[src/rtl/led_bar_pwm.sv]
// PWM bar-graph driver for eight LEDs.
// Level is latched once per PWM period so the bar never glitches mid-period.
module led_bar_pwm #(
    parameter int PRESC = 4
) (
    input  logic       clk,
    input  logic       rst,
    input  logic       en,
    input  logic [7:0] level,
    output logic [7:0] leds,
    output logic       period_start
);

    localparam logic [0:0] IDLE = 1'b0;
    localparam logic [0:0] RUN  = 1'b1;

    logic [0:0]       state;
    logic [PRESC-1:0] presc;
    logic [7:0]       phase;
    logic [7:0]       shadow;
    logic             tick;
    logic             wrap;
    logic [2:0]       k;
    logic [7:0]       thresh;
    logic [7:0]       bar;

    assign tick   = (presc == {PRESC{1'b1}});
    assign wrap   = tick && (phase == 8'hFF);
    assign k      = shadow[7:5];
    assign thresh = {shadow[4:0], 3'b000};

    // LEDs below k are solid, LED k carries the fractional duty
    always_comb begin
        bar = 8'h00;
        for (int i = 0; i < 8; i++) begin
            if (3'(i) < k)
                bar[i] = 1'b1;
            else if (3'(i) == k)
                bar[i] = (phase < thresh);
        end
    end

    always_ff @(posedge clk or posedge rst) begin
        if (rst) begin
            state        <= IDLE;
            presc        <= '0;
            phase        <= 8'h00;
            shadow       <= 8'h00;
            leds         <= 8'h00;
            period_start <= 1'b0;
        end else begin
            unique case (state)
                IDLE: begin
                    presc <= '0;
                    phase <= 8'h00;
                    leds  <= 8'h00;
                    if (en) begin
                        state        <= RUN;
                        shadow       <= level;
                        period_start <= 1'b1;
                    end else begin
                        period_start <= 1'b0;
                    end
                end
                RUN: begin
                    if (!en) begin
                        state        <= IDLE;
                        presc        <= '0;
                        phase        <= 8'h00;
                        leds         <= 8'h00;
                        period_start <= 1'b0;
                    end else begin
                        presc        <= presc + 1'b1;
                        leds         <= bar;
                        period_start <= wrap;
                        if (tick)
                            phase <= phase + 8'd1;
                        if (wrap)
                            shadow <= level;
                    end
                end
                default: state <= IDLE;
            endcase
        end
    end

endmodule
[config.mk]
export PLATFORM = sky130hd
export DESIGN_NAME = led_bar_pwm
export DESIGN_NICKNAME = d
export VERILOG_FILES = /design/src/rtl/led_bar_pwm.sv
export SDC_FILE = /design/constraint.sdc
export NUM_CORES = 1
export LEC_CHECK = 0
export CELL_PAD_IN_SITES_DETAIL_PLACEMENT = 1
export CELL_PAD_IN_SITES_GLOBAL_PLACEMENT = 1
export CORE_ASPECT_RATIO = 1.25
export CORE_MARGIN = 2
export CORE_UTILIZATION = 41
export DETAILED_ROUTE_END_ITERATION = 6
export GPL_TIMING_DRIVEN = 0
export PLACE_DENSITY_LB_ADDON = 0.08
export SLEW_MARGIN = 5
export SYNTH_ARGS = -nofsm -noshare
export SYNTH_HDL_FRONTEND = slang
export SYNTH_SLANG_ARGS = --single-unit
export TNS_END_PERCENT = 1
[constraint.sdc]
create_clock -name clk -period 1.89 [get_ports clk]
set_input_delay 0.378 -clock clk [delete_from_list [all_inputs] [get_ports clk]]
set_output_delay 0.378 -clock clk [all_outputs]
set_load 0.05 [all_outputs]
==> results.toml <==
[run_status]
result_of_the_run = "finished clean"

[clock_tree]
cts_made_buffers = 5
max-clock-path-buffers = 2
cts_hold_buffers = 0
clkSlewWorstSetupHoldPaths_ns = 0.07
tritoncts_num_sinks = 30
cts_tree = "done"
h_tree_depth = 2
clk-insertion-delay-late_ns = 0.29
clock-root-buffer = "sky130_fd_sc_hd__clkbuf_8"

[power]
power_density_nw_per_um2 = 841
power_frac_comb_pct = 13.5
switching_share_pct = 26.9
pleak_nw = 0.826
max_rail_drop_vdd_uv = 502
intPower_mw = 1.05
power.clock.fraction_pct = 37.7
p_sw_mw = 0.387
share_seq_of_total_power_pct = 48.8

[floorplanning]
fp.dieArea_um2 = 3840
rows = 23
floorplan.initialDensity_pct = 42.7
chipHeight_um = 68.8
floorplan.die.width_um = 55.8
boundaryPins = 20
coreArea_um2 = 3220

[timing]
final.setup_skew_ns = 0.00700
finalWorstSetupSlack_ns = 0.0838
tightest_slew_ns = 1.13
rsz_0062_raised_after_global_routing = "no"
final.setup.tns_ns = 0
timing.final.setup_violations = 0
post-route-min-period_ns = 1.81
report.final.slew_viol_count = 0
worst_slew_margin_rel_pct = 24.8
fmax_mhz = 554
timing.final.hold_violations = 0
fin_crit_sh_pct = 95.6

[routing]
avgViaCountPerCell = 5.49
detail_route.drc_violations = 0
detail_route.wl_per_cell_um = 16.0
final_antenna_net_count = 0
wl_um = 3050
firstDrtPassIters = 4
routed-via-count = 1044
first_iter_violations = 16

[setup_path]
cp_num_cells = 1
critPathKind = "reg2out"
worstSetupStartpointType = "flop"
family_of_cells_with_the_greatest_summed_delay_on_the_critical_path = "buffers and inverters"
cp_cell_sequence = "clkdlybuf4s50_1"
timing.critical_path.arrival_ns = 1.43
worstPathBufferInverterCount = 1
crit_required_ns = 1.51
crit_path_end_kind = "primary output"
timing.critical_path.slowest_cell_delay_ns = 0.81
ff2ff_setup_slack_ns = 0.09
worst-path-max-fanout = 1
critical_path.slowest_cell = "sky130_fd_sc_hd__clkdlybuf4s50_1"
worst-r2r-cell-count = 5

[cells_and_area]
net_count_of_the_finished_layout = 169
postLayoutCoreUtil_pct = 53.0
area_delta_synth_final_pct = 24.1
finish.cell_count_without_fillers = 190
filler_cell_count = 366
fraction_of_layout_instances_using_a_drive_strength_above_1_pct = 9.15
antenna_cells_inserted = 0

[synthesis]
synth-edff-count = 0
ys_async_sr_fraction_pct = 100
synth.largest_area_cell = "sky130_fd_sc_hd__dfrtp_1"
synthesis.nets = 143
yosysSeqAreaShare_pct = 54.5
synth_cell_type_count = 27
synth-main-ff-cell = "sky130_fd_sc_hd__dfrtp_1"
synth_most_common_cell = "sky130_fd_sc_hd__dfrtp_1"
synthesis.instances = 126
yosys.area.top_type_share_pct = 54.5
synth.cells.most_frequent = "sky130_fd_sc_hd__dfrtp_1 (30), sky130_fd_sc_hd__nor2_1 (16), sky130_fd_sc_hd__and3_1 (10)"
total_of_flip_flops_plus_latches_after_synthesis = 30
ys_warn_count = 0
post_synth_main_area_contributors = "sky130_fd_sc_hd__dfrtp_1 (55%), sky130_fd_sc_hd__a221o_1 (5.8%), sky130_fd_sc_hd__ha_1 (5.5%), sky130_fd_sc_hd__and3_1 (4.5%), sky130_fd_sc_hd__nor2_1 (4.4%)"
syn-mean-instance-area_um2 = 10.9
post_synthesis_instance_area_um2 = 1380

[placement]
dpl_worst_slack_ns = 0.0309
routabilityCongestion = 0.736
place.detailed.hpwl_um = 2250
numPlacedInstances = 182
io_buffer_count = 19

[grt]
first_global_vias = 1103
use_met1_pct = 17.4
globalRouteMet3Util_pct = 4.48
grt_busiest_layer = "met2"
overflow = 0
pin_count_of_the_biggest_net_entering_global_routing = 31
grt_antenna_before_repair = 0
grt_use_met2_pct = 36.2
gr-usage-all-layers_pct = 18.2
grt_first_pass_wirelength_um = 5110

[run]
cap_viol_max_count = 0

[worst_hold_path]
hold_path_class = "reg2reg"
holdPathStages = 1
==> flip-flops by register name, summed over array words and instances (netlist names) <==
signal	cells
leds	8
phase	8
shadow	8
presc	4
period_start	1
state	1
==> stage by stage <==
step                cell area (um^2)  power [mW]  hold slack, ns
floorplan                       1380       0.831           0.409
global placement                1610       0.900           0.453
detailed placement              1610       0.910           0.467
CTS                             1710        1.46           0.474
global route                    1710        1.50           0.501
finish                          1710        1.44           0.474
==> cells in the final DEF, fill, tap and decap left out, types with 2 or more instances in the layout <==
cell	count
sky130_fd_sc_hd__nor2b_1	2
sky130_fd_sc_hd__dfrtp_1	30
sky130_fd_sc_hd__clkdlybuf4s50_1	19
sky130_fd_sc_hd__nand4_2	2
sky130_fd_sc_hd__nand3_1	5
sky130_fd_sc_hd__clkbuf_8	6
sky130_fd_sc_hd__nor2_1	16
sky130_fd_sc_hd__a221o_1	8
sky130_fd_sc_hd__inv_1	9
sky130_fd_sc_hd__xor2_1	4
sky130_fd_sc_hd__and3_1	10
sky130_fd_sc_hd__xnor2_1	5
sky130_fd_sc_hd__o21ai_0	3
sky130_fd_sc_hd__nand4_1	3
sky130_fd_sc_hd__a21oi_1	6
sky130_fd_sc_hd__nand2_1	4
sky130_fd_sc_hd__ha_1	6
==> kinds of logic (layout without fill, tap and decap cells) <==
| logic type | Yosys count | in the layout | synth area share (%) |
|---|---|---|---|
| AO/OA/AOI/OAI | 21 | 21 | 11.9 |
| XOR/XNOR | 9 | 9 | 5.73 |
| adder cells (fa/ha/maj) | 6 | 6 | 5.45 |
| buffers and inverters | 12 | 39 | 3.36 |
| flip-flops | 30 | 30 | 54.5 |
| multiplexers | 1 | 1 | 0.727 |
| AND/OR/NAND/NOR | 47 | 47 | 18.3 |
==> worst paths after layout <==
check                                  to  startpoint
worst max-delay path              leds[0]     leds[0]
worst min-delay path             presc[0]    presc[0]
worst max register to register  shadow[5]    presc[0]
worst min register to register   presc[0]    presc[0]
max in group asynchronous       shadow[2]         rst
min in group asynchronous        presc[0]         rst
==> power groups by stage <==
| stage | Combinational [mW] | Sequential, mW | Clock [mW] |
|---|---|---|---|
| 2_1_floorplan | 0.0839 | 0.748 | 0 |
| 3_5_place_dp | 0.196 | 0.714 | 0 |
| 5_1_grt | 0.211 | 0.706 | 0.585 |
| 6_report | 0.193 | 0.701 | 0.541 |
| 4_1_cts | 0.197 | 0.702 | 0.561 |
| 3_3_place_gp | 0.187 | 0.713 | 0 |
==> worst register-to-register path, cell delays in order (launching register included) <==
cell and delay (ns):
sky130_fd_sc_hd__dfrtp_1 0.38, sky130_fd_sc_hd__ha_1 0.25, sky130_fd_sc_hd__nand4_2 0.18, sky130_fd_sc_hd__o31ai_2 0.30
sky130_fd_sc_hd__nand2_2 0.18, sky130_fd_sc_hd__a221o_1 0.38
==> repair_timing <==
item                       in CTS  in global routing
setup buffers                   0                  0
resized for setup               0                  1
setup endpoints to repair       0                  1
==> per-layer routing <==
layer	wire length, um	vias up
li1	-	501
met1	1160	525
met2	1740	11
met3	73	7
met4	70	0
met5	0	-
==> area by class of cell <==
cell class / instances / area, um^2 / share of cell area, %
repair buffers: 19 / 190 / 11.1
flip-flops and latches: 30 / 751 / 44.0
clock buffers: 6 / 82.6 / 4.84
inverters: 9 / 33.8 / 1.98
plain buffers: 3 / 12.5 / 0.733
multi-input cells: 84 / 579 / 33.9
well taps: 37 / 46.3 / 2.71
clock inverters: 2 / 12.5 / 0.733
(Power assumes the default switching activity.)
